File: src/rtl/taylor_pkg.sv
// Shared constants and the driver state type for the Taylor cosine engine host logic.
// Angles are unsigned Q.10 radians, results signed Q.10.
package taylor_pkg;

   localparam int FXP_SHIFT = 10;
   localparam int FXP_MUL   = 1 << FXP_SHIFT;

   localparam int PI    = 3217;
   localparam int PI_2  = 1608;
   localparam int PI3_2 = 4825;
   localparam int PI2   = 6434;

   typedef enum logic [2:0] {
      ST_IDLE,
      ST_REDUCE,
      ST_LAUNCH,
      ST_WAIT_ACK,
      ST_WAIT_DONE,
      ST_RELEASE,
      ST_OUTPUT
   } drv_state_e;

endpackage

File: src/rtl/taylor_range_reduce.sv
// Folds an unsigned Q.10 angle in [0, 2*PI) onto [0, PI/2] and reports whether
// the cosine of the original angle is negative. Built only with TAYLOR_RANGE_REDUCE_EN.
module taylor_range_reduce
   import taylor_pkg::*;
#(
   parameter int W = 24
) (
   input  logic [W-1:0] x,
   output logic [W-1:0] r,
   output logic         neg,
   output logic         oor
);

   localparam logic [W-1:0] K_PI    = W'(PI);
   localparam logic [W-1:0] K_PI_2  = W'(PI_2);
   localparam logic [W-1:0] K_PI3_2 = W'(PI3_2);
   localparam logic [W-1:0] K_PI2   = W'(PI2);

   always_comb begin
      r   = '0;
      neg = 1'b0;
      oor = 1'b0;
      if (x < K_PI_2) begin
         r = x;
      end else if (x < K_PI) begin
         r   = K_PI - x;
         neg = 1'b1;
      end else if (x < K_PI3_2) begin
         r   = x - K_PI;
         neg = 1'b1;
      end else if (x < K_PI2) begin
         r = K_PI2 - x;
      end else begin
         oor = 1'b1;
      end
   end

endmodule

File: src/rtl/taylor_cos_driver.sv
// Host-side sequencer for the Taylor cosine engine: request port, engine start/ready
// handshake with timeout, quadrant sign fix-up and result port. Quadrant folding is
// compiled in with TAYLOR_RANGE_REDUCE_EN; without it the angle is passed through.
//
// state        | meaning
// -------------+------------------------------------------------------------
// ST_IDLE      | req_ready high, waiting for an angle
// ST_REDUCE    | register folded angle and sign; out-of-range goes to OUTPUT
// ST_LAUNCH    | first cycle of eng_start
// ST_WAIT_ACK  | keep eng_start high until the engine drops a stale ready
// ST_WAIT_DONE | eng_start low, wait for ready and capture the result
// ST_RELEASE   | one start pulse to return the engine from done to idle
// ST_OUTPUT    | res_valid high until res_ready
module taylor_cos_driver
   import taylor_pkg::*;
#(
   parameter int W         = 24,
   parameter int FXP_SHIFT = 10,
   parameter int TIMEOUT   = 64
) (
   input  logic         clock,
   input  logic         reset,
   input  logic         req_valid,
   output logic         req_ready,
   input  logic [W-1:0] req_angle,
   output logic         res_valid,
   input  logic         res_ready,
   output logic [W-1:0] res_data,
   output logic         res_err,
   output logic         eng_start,
   output logic [W-1:0] eng_angle,
   input  logic         eng_ready,
   input  logic [W-1:0] eng_result
);

   localparam logic [7:0] TMO_LIMIT = 8'(TIMEOUT);

   drv_state_e   state_q;
   drv_state_e   state_d;
   logic [W-1:0] angle_q;
   logic         neg_q;
   logic [7:0]   tmo_q;
   logic         tmo_hit;
   logic         accept;
   logic [W-1:0] red_r;
   logic         red_neg;
   logic         red_oor;

   // The folding constants are fixed Q.10 values and PI2 needs 13 integer+fraction bits.
   if (FXP_SHIFT != taylor_pkg::FXP_SHIFT || W < 14) begin : g_cfg_check
      $error("taylor_cos_driver: angle constants are Q.10 and need W >= 14");
   end

`ifdef TAYLOR_RANGE_REDUCE_EN
   taylor_range_reduce #(
      .W (W)
   ) u_range_reduce (
      .x   (angle_q),
      .r   (red_r),
      .neg (red_neg),
      .oor (red_oor)
   );
`else
   assign red_r   = angle_q;
   assign red_neg = 1'b0;
   assign red_oor = 1'b0;
`endif

   assign tmo_hit = (tmo_q == TMO_LIMIT);
   assign accept  = req_valid && req_ready;

   always_ff @(posedge clock or negedge reset) begin
      if (!reset) begin
         state_q <= ST_IDLE;
      end else begin
         state_q <= state_d;
      end
   end

   always_comb begin
      state_d = state_q;
      unique case (state_q)
         ST_IDLE: begin
            if (accept) state_d = ST_REDUCE;
         end
         ST_REDUCE: begin
            state_d = red_oor ? ST_OUTPUT : ST_LAUNCH;
         end
         ST_LAUNCH: begin
            state_d = ST_WAIT_ACK;
         end
         ST_WAIT_ACK: begin
            if (tmo_hit)         state_d = ST_OUTPUT;
            else if (!eng_ready) state_d = ST_WAIT_DONE;
         end
         ST_WAIT_DONE: begin
            if (tmo_hit)        state_d = ST_OUTPUT;
            else if (eng_ready) state_d = ST_RELEASE;
         end
         ST_RELEASE: begin
            state_d = ST_OUTPUT;
         end
         ST_OUTPUT: begin
            if (res_ready) state_d = ST_IDLE;
         end
         default: begin
            state_d = ST_IDLE;
         end
      endcase
   end

   // Handshake outputs are registered from the next state so they line up with it.
   always_ff @(posedge clock or negedge reset) begin
      if (!reset) begin
         req_ready <= 1'b0;
         res_valid <= 1'b0;
         eng_start <= 1'b0;
      end else begin
         req_ready <= (state_d == ST_IDLE);
         res_valid <= (state_d == ST_OUTPUT);
         eng_start <= (state_d == ST_LAUNCH) || (state_d == ST_WAIT_ACK) ||
                      (state_d == ST_RELEASE);
      end
   end

   always_ff @(posedge clock or negedge reset) begin
      if (!reset) begin
         angle_q   <= '0;
         neg_q     <= 1'b0;
         tmo_q     <= '0;
         eng_angle <= '0;
         res_data  <= '0;
         res_err   <= 1'b0;
      end else begin
         unique case (state_q)
            ST_IDLE: begin
               if (accept) angle_q <= req_angle;
            end
            ST_REDUCE: begin
               if (red_oor) begin
                  res_data <= '0;
                  res_err  <= 1'b1;
               end else begin
                  eng_angle <= red_r;
                  neg_q     <= red_neg;
                  tmo_q     <= '0;
               end
            end
            ST_WAIT_ACK, ST_WAIT_DONE: begin
               if (tmo_hit) begin
                  res_data <= '0;
                  res_err  <= 1'b1;
               end else begin
                  tmo_q <= tmo_q + 8'd1;
                  if (state_q == ST_WAIT_DONE && eng_ready) begin
                     res_data <= neg_q ? -eng_result : eng_result;
                     res_err  <= 1'b0;
                  end
               end
            end
            default: begin
            end
         endcase
      end
   end

endmodule

File: config.mk
export PLATFORM = sky130hd
export DESIGN_NAME = taylor_cos_driver
export DESIGN_NICKNAME = d
export VERILOG_FILES = /design/src/rtl/taylor_pkg.sv /design/src/rtl/taylor_range_reduce.sv /design/src/rtl/taylor_cos_driver.sv
export SDC_FILE = /design/constraint.sdc
export NUM_CORES = 1
export LEC_CHECK = 0
export CAP_MARGIN = 30
export CORE_AREA = 5 5 108 80
export CTS_BUF_LIST = sky130_fd_sc_hd__clkbuf_16
export DETAILED_ROUTE_END_ITERATION = 10
export DIE_AREA = 0 0 113 85
export PLACE_DENSITY = 0.81
export SETUP_SLACK_MARGIN = 0.1
export SYNTH_ARGS = -nofsm -noshare
export SYNTH_HDL_FRONTEND = slang
export SYNTH_SLANG_ARGS = --single-unit
export TNS_END_PERCENT = 5
File: constraint.sdc
create_clock -name clock -period 3.5 [get_ports clock]
set_input_delay 0.7 -clock clock [delete_from_list [all_inputs] [get_ports clock]]
set_output_delay 0.7 -clock clock [all_outputs]
set_load 0.01 [all_outputs]
==> impl_metrics.toml <==
[timing]
worstMarginPinSlew_ns = 1.02
setup_viol = 0
min_period_ns = 2.14
tns_ns = 0
fmax_mhz = 467
fin_skew_ns = 0.00974
rsz0062_at_grt = "false"
slew_headroom_pct = 31.7
period_share_pct = 61.1
slew_violations = 0
hold_violations = 0

[routing]
via_per_inst = 5.24
ant_nets = 0
firstDrtPassIters = 4
avgRoutedWirePerCell_um = 16.5
drc_errors = 0
vias = 2651
first_iter_violations = 174
wl_mm = 8.36

[logic_synthesis]
synth_ff_type = "dfrtp_1"
ys_seq_elements = 87
synth_area_mm2 = 0.00354
postSynthCellCount = 297
synth_warnings = 0
ys_types = 41
synth_top_area_share_pct = 61.5
seq_area_frac_synth_pct = 61.5
syn_area_per_cell_um2 = 11.9
async_flop_share_pct = 100
syn-num-nets = 352
synth_edf_count = 0
synth_top_area_cell = "dfrtp_1"
synthTopCellsByArea = "dfrtp_1, nand2_1, mux2_2"

[clock_tree]
htree_levels = 3
ctsHoldBuffers = 0
cts_sinks = 87
cts_setup_buffers = 0
insertion_delay_ns = 0.34
clock_path_buffers = 2
tritoncts = "yes"
cts_inserted_buffers = 9
cts-root-buf = "clkbuf_16"
cts_resized = 0
clk_pin_slew_ns = 0.06

[outcome]
outcome = "finished, final reports clean"

[die]
die_width_um = 113
core_mm2 = 0.00753
rows = 27
ioPinCount = 105
dieArea_mm2 = 0.00961
die_y_um = 85
start_util_pct = 47.0

[critical_path]
r2r_slack_ns = 1.36
cp_max_fo = 25
r2r-start = "tmo_q[0]"
slowest_stage = "o22ai_2"
path_cells = "inv_1 > ha_1 > nand4bb_1 > nor2_2 > o22ai_2 > a22o_1"
worstPathArrival_ns = 2.40
end_kind = "flip-flop"
crit_required_ns = 3.76
startpoint_type = "flip-flop"
crit_type = "reg -> reg"
critPathTopFamily = "compound AO/OA/AOI/OAI gates"
crit_path_max_incr_delay_ns = 0.77
r2r_cells = 6
worst_r2r_endpoint = "res_data[14]"
crit_buf_inv = 1

[pwr]
power_leakage_nw = 2.30
power_density_mw_per_mm2 = 843
finalPower_w = 0.00419
ir_drop_mv = 0.343

[finish]
regArea_mm2 = 0.00218
area_growth_syn_to_layout_pct = 40.6
antenna_cells = 0
multiInputGateArea_mm2 = 0.00125
drive_gt1_share_pct = 13.8
nFillCells = 559
fin_nets = 455

[global_route]
met2_usage_pct = 26.6
grt-busiest-layer = "met1"
grt-ovfl-total = 0
grt_pass1_vias = 2708
grt_usage_pct = 18.5
antenna_found_initial = 0
grtUsageMet1_pct = 26.6
grt_pass1_wl_mm = 14.1
use_met3_pct = 6.56
grt_max_degree = 51

[worst_hold_path]
hold_class = "in -> async"

[placement]
dp.final_hpwl_mm = 5.85
portBuffers = 104
gp_congestion = 0.861

[flow_run]
maxCapViolCount = 0
==> stage by stage <==
step                area (um^2)  worst slack (ns)  hold WS [ns]  std cells  utilization, %
finish                     4970              1.36         0.339        506            66.0
global route               4970              1.18         0.377        506            66.0
CTS                        4970              1.37         0.348        506            66.0
detailed placement         4690              1.09         0.453        490            62.3
global placement           4640              1.13         0.445        488            61.6
floorplan                  3540              1.81         0.404        297               -
==> layer usage <==
metal,vias up,part of all wire [%],wire (um)
met5,-,0,0
met4,0,0.89,74
met3,9,8.9,743
met2,109,42,3480
met1,1290,49,4060
li1,1243,-,-
==> flip-flops by register name, indices dropped and copies added, names as in the netlist <==
| signal | flops |
|---|---|
| angle_q | 24 |
| eng_angle | 24 |
| eng_start | 1 |
| req_ready | 1 |
| res_data | 24 |
| res_err | 1 |
| res_valid | 1 |
| state_q | 3 |
| tmo_q | 8 |
==> report_power, final <==
group	switching [W]	internal, W
combinational	0.000655	0.000889
sequential	0.000314	0.00144
clock	0.000408	0.000490
total	0.00138	0.00282
==> cells in the mapped netlist, drive strengths merged (2+ instances only) <==
cell,count
mux2,24
nand4,3
a22o,25
ha,2
a31oi,3
nand3,5
nor2,5
o2111ai,2
mux2i,4
a211oi,2
dfrtp,87
inv,7
and3,2
o21ai,7
buf,16
or3,3
nor3,3
nand2,80
==> worst register-to-register path, cell delays in order, from the launching register on <==
cell and delay [ns]:
dfrtp_1 0.44, inv_1 0.07, ha_1 0.19, nand4bb_1 0.24, nor2_2 0.12, o22ai_2 0.77
a22o_1 0.26
==> worst max path at each step <==
stage              start      endpoint  depth (start not counted)  slack, ns
2_1_floorplan  req_valid   angle_q[10]                          5       1.81
3_3_place_gp   eng_ready       res_err                          4       1.13
3_5_place_dp   eng_ready  res_data[10]                          4       1.09
4_1_cts         tmo_q[0]  res_data[16]                          6       1.37
5_1_grt         tmo_q[0]   res_data[2]                          6       1.18
6_report        tmo_q[0]  res_data[14]                          6       1.36
==> cells in the final DEF (no fill, tap or decap), drive strengths merged, types with 2 or more instances in the layout <==
master | synthesis | layout
a211oi | 2 | 2
a22o | 25 | 25
a31oi | 3 | 3
and3 | 2 | 2
buf | 16 | 6
clkbuf | 1 | 9
clkdlybuf4s50 | 0 | 103
clkinv | 0 | 4
dfrtp | 87 | 87
ha | 2 | 2
inv | 7 | 10
mux2 | 24 | 24
mux2i | 4 | 4
nand2 | 80 | 80
nand3 | 5 | 5
nand4 | 3 | 3
nor2 | 5 | 5
nor3 | 3 | 3
o2111ai | 2 | 2
o21ai | 7 | 7
or3 | 3 | 3
==> area by class of cell <==
| type | count | share of cell area (%) |
|---|---|---|
| Clock inverter | 7 | 1.11 |
| Sequential cell | 87 | 43.8 |
| Tap cell | 101 | 2.54 |
| Inverter | 7 | 0.528 |
| Clock buffer | 9 | 4.53 |
| Timing Repair Buffer | 109 | 22.4 |
| Multi-Input combinational cell | 186 | 25.1 |
==> kinds of logic (layout without fill, tap and decap cells) <==
| kind of cell | count (synthesis) | after routing | share of synthesized area, % |
|---|---|---|---|
| compound gates | 46 | 46 | 11.5 |
| xor+xnor | 1 | 1 | 0.248 |
| fa+ha+maj | 2 | 2 | 0.707 |
| buf+inv | 24 | 132 | 3.29 |
| flops | 87 | 87 | 61.5 |
| mux | 28 | 28 | 8.77 |
| simple gates | 109 | 109 | 14.0 |
Note: power is estimated with default switching activity, not from simulation.
